File: src/rtl/vga_timing_gen.sv
// vga_timing_gen: 640x480@60 raster timing source with pixel coordinates,
// a visible-area flag and hs/vs delayed to line up with registered colour.
//
// Ports:
//   vga_clk     in   pixel clock (or a faster clock qualified by pix_en)
//   reset       in   synchronous, active-high
//   pix_en      in   advance one pixel on this edge
//   DrawX/DrawY out  registered column/row of the current pixel
//   blank       out  1 = (DrawX,DrawY) lies in the visible area
//   hs/vs       out  sync outputs, SYNC_DELAY enabled cycles behind the counters
//   line_start  out  high while sitting on DrawX=0 reached by a line wrap
//   frame_start out  high while sitting on (0,0) reached by a frame wrap

module vga_timing_gen #(
    parameter int H_VISIBLE  = 640,
    parameter int H_FP       = 16,
    parameter int H_SYNC     = 96,
    parameter int H_BP       = 48,
    parameter int V_VISIBLE  = 480,
    parameter int V_FP       = 10,
    parameter int V_SYNC     = 2,
    parameter int V_BP       = 33,
    parameter int SYNC_DELAY = 2,
    parameter bit SYNC_POL   = 1'b0
) (
    input  logic       vga_clk,
    input  logic       reset,
    input  logic       pix_en,
    output logic [9:0] DrawX,
    output logic [9:0] DrawY,
    output logic       blank,
    output logic       hs,
    output logic       vs,
    output logic       line_start,
    output logic       frame_start
);

    localparam int H_TOTAL = H_VISIBLE + H_FP + H_SYNC + H_BP;
    localparam int V_TOTAL = V_VISIBLE + V_FP + V_SYNC + V_BP;

    localparam logic [9:0] H_LAST = 10'(H_TOTAL - 1);
    localparam logic [9:0] V_LAST = 10'(V_TOTAL - 1);
    localparam logic [9:0] H_VIS  = 10'(H_VISIBLE);
    localparam logic [9:0] V_VIS  = 10'(V_VISIBLE);
    localparam logic [9:0] HS_BEG = 10'(H_VISIBLE + H_FP);
    localparam logic [9:0] HS_END = 10'(H_VISIBLE + H_FP + H_SYNC);
    localparam logic [9:0] VS_BEG = 10'(V_VISIBLE + V_FP);
    localparam logic [9:0] VS_END = 10'(V_VISIBLE + V_FP + V_SYNC);

    localparam logic ACT   = SYNC_POL;
    localparam logic INACT = ~SYNC_POL;

    // {hs, vs} pair carried through the delay line
    typedef logic [1:0] sync_t;
    localparam sync_t SYNC_IDLE = {INACT, INACT};

    logic [9:0] hc_q, hc_d;
    logic [9:0] vc_q, vc_d;
    logic       blank_q, blank_d;
    logic       ls_q, ls_d;
    logic       fs_q, fs_d;
    logic       h_wrap, v_wrap;
    sync_t      raw_d;

    // Stage 0 holds the raw decode; stage SYNC_DELAY drives the pins.
    sync_t [SYNC_DELAY:0] sync_q, sync_d;

    always_comb begin
        h_wrap  = (hc_q == H_LAST);
        v_wrap  = (vc_q == V_LAST);
        hc_d    = hc_q;
        vc_d    = vc_q;
        blank_d = blank_q;
        ls_d    = ls_q;
        fs_d    = fs_q;
        if (pix_en) begin
            hc_d = h_wrap ? 10'd0 : hc_q + 10'd1;
            if (h_wrap) begin
                vc_d = v_wrap ? 10'd0 : vc_q + 10'd1;
            end
            // Decoded from the next counter values so they register
            // alongside DrawX/DrawY.
            blank_d = (hc_d < H_VIS) && (vc_d < V_VIS);
            ls_d    = h_wrap;
            fs_d    = h_wrap && v_wrap;
        end
        raw_d[1] = (hc_d >= HS_BEG && hc_d < HS_END) ? ACT : INACT;
        raw_d[0] = (vc_d >= VS_BEG && vc_d < VS_END) ? ACT : INACT;
    end

    generate
        if (SYNC_DELAY == 0) begin : g_nodly
            always_comb begin
                sync_d = pix_en ? raw_d : sync_q;
            end
        end else begin : g_dly
            always_comb begin
                sync_d = sync_q;
                if (pix_en) begin
                    sync_d = {sync_q[SYNC_DELAY-1:0], raw_d};
                end
            end
        end
    endgenerate

    always_ff @(posedge vga_clk) begin
        if (reset) begin
            hc_q    <= '0;
            vc_q    <= '0;
            blank_q <= 1'b0;
            ls_q    <= 1'b0;
            fs_q    <= 1'b0;
            sync_q  <= {(SYNC_DELAY + 1){SYNC_IDLE}};
        end else begin
            hc_q    <= hc_d;
            vc_q    <= vc_d;
            blank_q <= blank_d;
            ls_q    <= ls_d;
            fs_q    <= fs_d;
            sync_q  <= sync_d;
        end
    end

    assign DrawX       = hc_q;
    assign DrawY       = vc_q;
    assign blank       = blank_q;
    assign line_start  = ls_q;
    assign frame_start = fs_q;
    assign hs          = sync_q[SYNC_DELAY][1];
    assign vs          = sync_q[SYNC_DELAY][0];

endmodule
File: config.mk
export PLATFORM = sky130hd
export DESIGN_NAME = vga_timing_gen
export DESIGN_NICKNAME = d
export VERILOG_FILES = /design/src/rtl/vga_timing_gen.sv
export SDC_FILE = /design/constraint.sdc
export NUM_CORES = 1
export LEC_CHECK = 0
export ABC_AREA = 1
export CAP_MARGIN = 25
export CORE_MARGIN = 1
export CORE_UTILIZATION = 45
export DETAILED_ROUTE_END_ITERATION = 8
export PLACE_DENSITY = 0.69
export SYNTH_ARGS = -nofsm -noshare
export SYNTH_HDL_FRONTEND = slang
export SYNTH_SLANG_ARGS = --single-unit
File: constraint.sdc
create_clock -name vga_clk -period 3.9 [get_ports vga_clk]
set_clock_uncertainty 0.15 [all_clocks]
set_input_delay 0.39 -clock vga_clk [delete_from_list [all_inputs] [get_ports vga_clk]]
set_output_delay 0.39 -clock vga_clk [all_outputs]
set_load 0.01 [all_outputs]
# --- Yosys cells after proc, flatten, opt, wreduce, memory -nomap -nowiden ---
# Cells that the tools add are included.
word_totals:
  register_bits: 29
  memories: 0
  latchBits: 0
  rom_bits: 0
  mem_bits_rw: 0
  wordCells: 30
op_classes:
  eq_ne: 2
  n_reduce_logical: 4
  div_mod_pow: 0
  order_cmp: 6
  n_mux: 8
  mul: 0
  n_bitwise: 0
  add_sub_neg: 2
  n_shift: 0
op_table:
  columns: ["op", "count"]
  rows:
  - ["10-bit two-way mux", 6]
  - ["10-bit by 1-bit adder with 10-bit output, second input constant", 2]
  - ["10-bit equality test, second input constant", 2]
  - ["10-bit less-than comparator, second input constant", 2]
  - ["10-bit by 9-bit less-than comparator with 1-bit output, second input constant", 2]
  - ["10-bit greater-or-equal comparator, second input constant", 1]
  - ["10-bit by 9-bit greater-or-equal comparator with 1-bit output, second input constant", 1]
  - ["1-bit logical AND", 4]
  - ["1-bit two-way mux", 2]

# --- Logic depth before layout (Yosys ltp) ---
depth:
  ltp_word: 8
  ltp_mapped: 15
  ltp_nobuf: 15

# --- Worst setup path after synthesis ---
# No wires, ideal clock.
synth_path:
  path_kind: "register to register"
  startpoint: "register hc_q[0] (netlist: DrawX[0])"
  endpoint: "register sync_q[0] (netlist name)"
  slack_ns: 1.978
  required_time_ns: 3.635
  path_buffers: 0
  t_arrival_ns: 1.658
  path_stages_with_launch: 15
  path_cell_list: "dfxtp_1 ha_1 nand2_2 nor2_8 inv_4 nor2_4 nand2_2 nand2_2 nand2_2 a21boi_2 nand2_1 nor2_1 nand2_1 nand2_1 nand2_1"
synth_via:
  elab_chain_cells: 7
synth_rtl:
  columns: ["element", "line_no", "text"]
  rows:
  - ["from (decl)", "57", "logic [9:0] hc_q, hc_d;"]
  - ["from (signal assigned)", "108", "hc_q <= '0;"]
  - ["from (signal assigned)", "115", "hc_q <= hc_d;"]
  - ["10-bit equality test *", "69", "h_wrap = (hc_q == H_LAST);"]
  - ["10-bit two-way mux *", "78", "if (h_wrap) begin"]
  - ["10-bit two-way mux * (2 in a row)", "76", "if (pix_en) begin"]
  - ["10-bit by 9-bit greater-or-equal comparator with 1-bit output / 10-bit by 9-bit less-than comparator with 1-bit output (equally long branches)", "88", "raw_d[0] = (vc_d >= VS_BEG && vc_d < VS_END) ? ACT : INACT;"]
  - ["1-bit logical AND *", "88", null]
  - ["1-bit two-way mux *", "88", null]
  - ["to (signal assigned)", "113", "sync_q <= {(SYNC_DELAY + 1){SYNC_IDLE}};"]
  - ["to (signal assigned)", "120", "sync_q <= sync_d;"]
  - ["to (decl)", "66", "sync_t [SYNC_DELAY:0] sync_q, sync_d;"]
# Every way passes the cells marked *; elsewhere a longest branch is shown, timed or not. The select of a mux whose other input is x is not followed.
# A chain may end at the register's enable or synchronous reset.

# --- Final worst setup path ---
layout_path:
  startpoint: "input pix_en"
  endpoint: "register sync_q[0] (netlist name)"
layout_via:
  elab_chain_cells: 4
layout_rtl:
  columns: ["element", "line_no", "text"]
  rows:
  - ["from (decl)", "28", "input logic pix_en,"]
  - ["10-bit two-way mux", "76", null]
  - ["10-bit by 9-bit greater-or-equal comparator with 1-bit output / 10-bit by 9-bit less-than comparator with 1-bit output (equally long branches)", "88", null]
  - ["1-bit logical AND", "88", null]
  - ["1-bit two-way mux", "88", null]
# Parallel ways exist; a longest one is shown, timed or not.

==> flow_metrics.env <==
export IMPL_run_status="finished clean"
export IMPL_dpl_worst_slack_ns=1.29
export IMPL_postCtsSetupRepairBufs=0
export IMPL_netlist_top_cells_area="sky130_fd_sc_hd__dfxtp_1 35%, sky130_fd_sc_hd__nand2_1 17%, sky130_fd_sc_hd__nand3_1 7.7%"
export IMPL_placement_rows=21
export IMPL_insertion_delay_ns=0.28
export IMPL_groute_usage_overall_pct=21.6
export IMPL_routabilityCongestion=0.863
export IMPL_ant_nets=0
export IMPL_minimum_clock_period_ns=2.32
export IMPL_crit_path_max_fanout=17
export IMPL_static_leakage_power_nw=0.951
export IMPL_timing_max_transition_violations_final=0
export IMPL_tns_ns=0
export IMPL_die_width_um=63.1
export IMPL_power_per_cell_area_nw_per_um2=294
export IMPL_startpoint_type="primary input"
export IMPL_routed_wl_mm=3.85
export IMPL_post_synth_most_frequent_cells="78 x sky130_fd_sc_hd__nand2_1, 34 x sky130_fd_sc_hd__inv_1, 34 x sky130_fd_sc_hd__nor2_1"
export IMPL_cts_hold_fix_buffers=0
export IMPL_final_hold_viol_count=0
export IMPL_fmaxAchievable_mhz=432
export IMPL_detail_route_first_pass_iterations=5
export IMPL_synthArstFlopShare_pct=0
export IMPL_cts_tree="done"
export IMPL_antenna_found_initial=0
export IMPL_floorplan_core_area_sq_um=3470
export IMPL_synth_ff_type="sky130_fd_sc_hd__dfxtp_1"
export IMPL_worst_hold_startpoint="vs"
export IMPL_viasPerCell=4.95
export IMPL_vdd_drop_max_v=0.000211
export IMPL_htree_levels=2
export IMPL_place_port_buffers=27
export IMPL_final_nets=299
export IMPL_synth_net_count=268
export IMPL_final_setup_viol_count=0
export IMPL_largest_net_degree_at_the_start_of_global_routing=23
export IMPL_timing_max_slew_rel_slack_pct=59.1
export IMPL_syn_instance_count=262
export IMPL_worst_hold_path_type="flop to flop"
export IMPL_detailed_place_area_sq_um=1990
export IMPL_netlist_area_leader_share_pct=34.5
export IMPL_report_power_total_w=0.000610
export IMPL_clkSlewWorstSetupHoldPaths_ns=0.07
export IMPL_fraction_of_final_layout_cells_with_drive_strength_greater_than_1_pct=8.16
export IMPL_via_count=1683
export IMPL_ys_seq_area_share_pct=34.5
export IMPL_final_worst_path_period_share_pct=59.4
export IMPL_drc=0
export IMPL_yosys_warnings=0
export IMPL_tritoncts_num_buffers=5
export IMPL_fin_hold_ws_ns=0.306
export IMPL_setup_repair_after_global_routing_missed_its_margin="false"
export IMPL_synth_distinct_cells=34
export IMPL_grt_first_pass_wirelength_mm=6.69
export IMPL_antenna_cells=0
export IMPL_postSynthRegisterBits=29
export IMPL_area_growth_pct=23.5
export IMPL_die_height_um=63.1
export IMPL_routedWlPerCell_um=11.3
export IMPL_worst_endpoint_data_arrival_time_ns=2.35
export IMPL_post_synthesis_average_cell_area_sq_um=6.41
export IMPL_cp_startpoint="pix_en"
export IMPL_maxCapViolCount=0
export IMPL_yosysTopAreaCell="sky130_fd_sc_hd__dfxtp_1"
export IMPL_required_time_reported_for_the_critical_path_endpoint_ns=3.93
export IMPL_worst_setup_path_end_kind="flop"
export IMPL_boundaryPins=28
export IMPL_die_area_sq_um=3980
export IMPL_timing_worst_setup_path_type="primary input to flop"
export IMPL_detail_route_iter0_violations=137
export IMPL_post_synth_instance_area_sq_um=1680
export IMPL_initial_core_util_pct=48.4
export IMPL_synth_most_common_cell="sky130_fd_sc_hd__nand2_1"
export IMPL_globalRoute_totalOverflow=0
export IMPL_final_design_area_no_fill_sq_um=2070
export IMPL_number_of_flops_mapped_to_enable_cells_by_yosys=0
export IMPL_post_dp_hpwl_mm=2.83
export IMPL_clock_path_buffers=2
export IMPL_clock_sink_count=29
export IMPL_clock_root_buffer="sky130_fd_sc_hd__clkbuf_8"
export IMPL_via_count_of_the_first_global_routing_pass=1492
export IMPL_timing_rr_start="DrawX[0]"
export IMPL_post_cts_resized=0
export IMPL_worst_slew_pin_slew_ns=0.612
export IMPL_final_critical_path_setup_slack_ns=1.58
## stage by stage
stage	utilization, %	cells
after floorplan	-	262
after global placement	57.4	332
after detailed placement	57.4	332
after CTS	59.8	340
after global routing	59.8	340
final	59.8	340
## power by group
group	total, W	internal (W)	switching, W
Combinational	0.0000584	0.0000269	0.0000315
Clock	0.000239	0.000123	0.000115
Sequential	0.000313	0.000306	0.00000770
Total	0.000610	0.000456	0.000154
## sequential cells by signal, summed over array words and instances (netlist names)
register / flops
vs: 1
line_start: 1
DrawX: 10
DrawY: 10
hs: 1
blank: 1
frame_start: 1
sync_q: 4
## area by class of cell
type	instances	area (sq um)
Inverter	36	138
Sequential cell	29	581
Clock inverter	2	10.0
Fill cell	364	1390
Multi-Input combinational cell	191	923
Timing Repair Buffer	30	293
Clock buffer	6	72.6
Tap cell	46	57.6
## path summary, 6_finish.rpt
check | cells past startpoint | end | slack (ns)
worst max-delay path | 12 | sync_q[0] | 1.58
worst min-delay path | 2 | vs | 0.31
worst max register to register | 14 | sync_q[0] | 1.75
worst min register to register | 2 | vs | 0.31
## worst max-delay path, stage by stage
cell	delay, ns
sky130_fd_sc_hd__clkdlybuf4s50_1	0.86
sky130_fd_sc_hd__nand3_2	0.31
sky130_fd_sc_hd__inv_2	0.16
sky130_fd_sc_hd__nand2_1	0.06
sky130_fd_sc_hd__nand2_1	0.09
sky130_fd_sc_hd__inv_1	0.04
sky130_fd_sc_hd__nor2_1	0.10
sky130_fd_sc_hd__nand3_1	0.09
sky130_fd_sc_hd__nor2_1	0.10
sky130_fd_sc_hd__nand2_1	0.05
sky130_fd_sc_hd__nand2_1	0.05
sky130_fd_sc_hd__nand2_1	0.04
## routing by layer
layer	track usage [%]	wire (um)	share of wire, %	vias to the layer above
met3	6.70	165	4.3	4
met5	0	0	0	-
li1	-	-	-	889
met4	6.40	38	0.99	0
met2	33.9	1760	46	38
met1	28.1	1880	49	752
## kinds of logic after synthesis
family,after synthesis,share of synthesized area [%]
compound gates,27,9.61
simple gates,159,42.1
flops,29,34.5
fa+ha+maj,3,2.23
xor+xnor,2,1.04
buf+inv,42,10.5
## layout by cell type, fill, tap and decap left out, types with 2 or more instances in the layout
master,n
sky130_fd_sc_hd__clkdlybuf4s50_1,27
sky130_fd_sc_hd__nor2_1,34
sky130_fd_sc_hd__a211oi_1,2
sky130_fd_sc_hd__o21bai_1,2
sky130_fd_sc_hd__a21oi_1,9
sky130_fd_sc_hd__nand3_1,26
sky130_fd_sc_hd__clkinv_2,2
sky130_fd_sc_hd__dfxtp_1,29
sky130_fd_sc_hd__inv_1,34
sky130_fd_sc_hd__clkbuf_8,5
sky130_fd_sc_hd__nor3_1,3
sky130_fd_sc_hd__nand2_2,4
sky130_fd_sc_hd__nand2_1,78
sky130_fd_sc_hd__nor2_2,2
sky130_fd_sc_hd__o21ai_1,2
sky130_fd_sc_hd__o21ai_0,7
sky130_fd_sc_hd__ha_1,3
sky130_fd_sc_hd__nand4_1,6
sky130_fd_sc_hd__buf_4,3
Power figures use the tool's default switching activity.
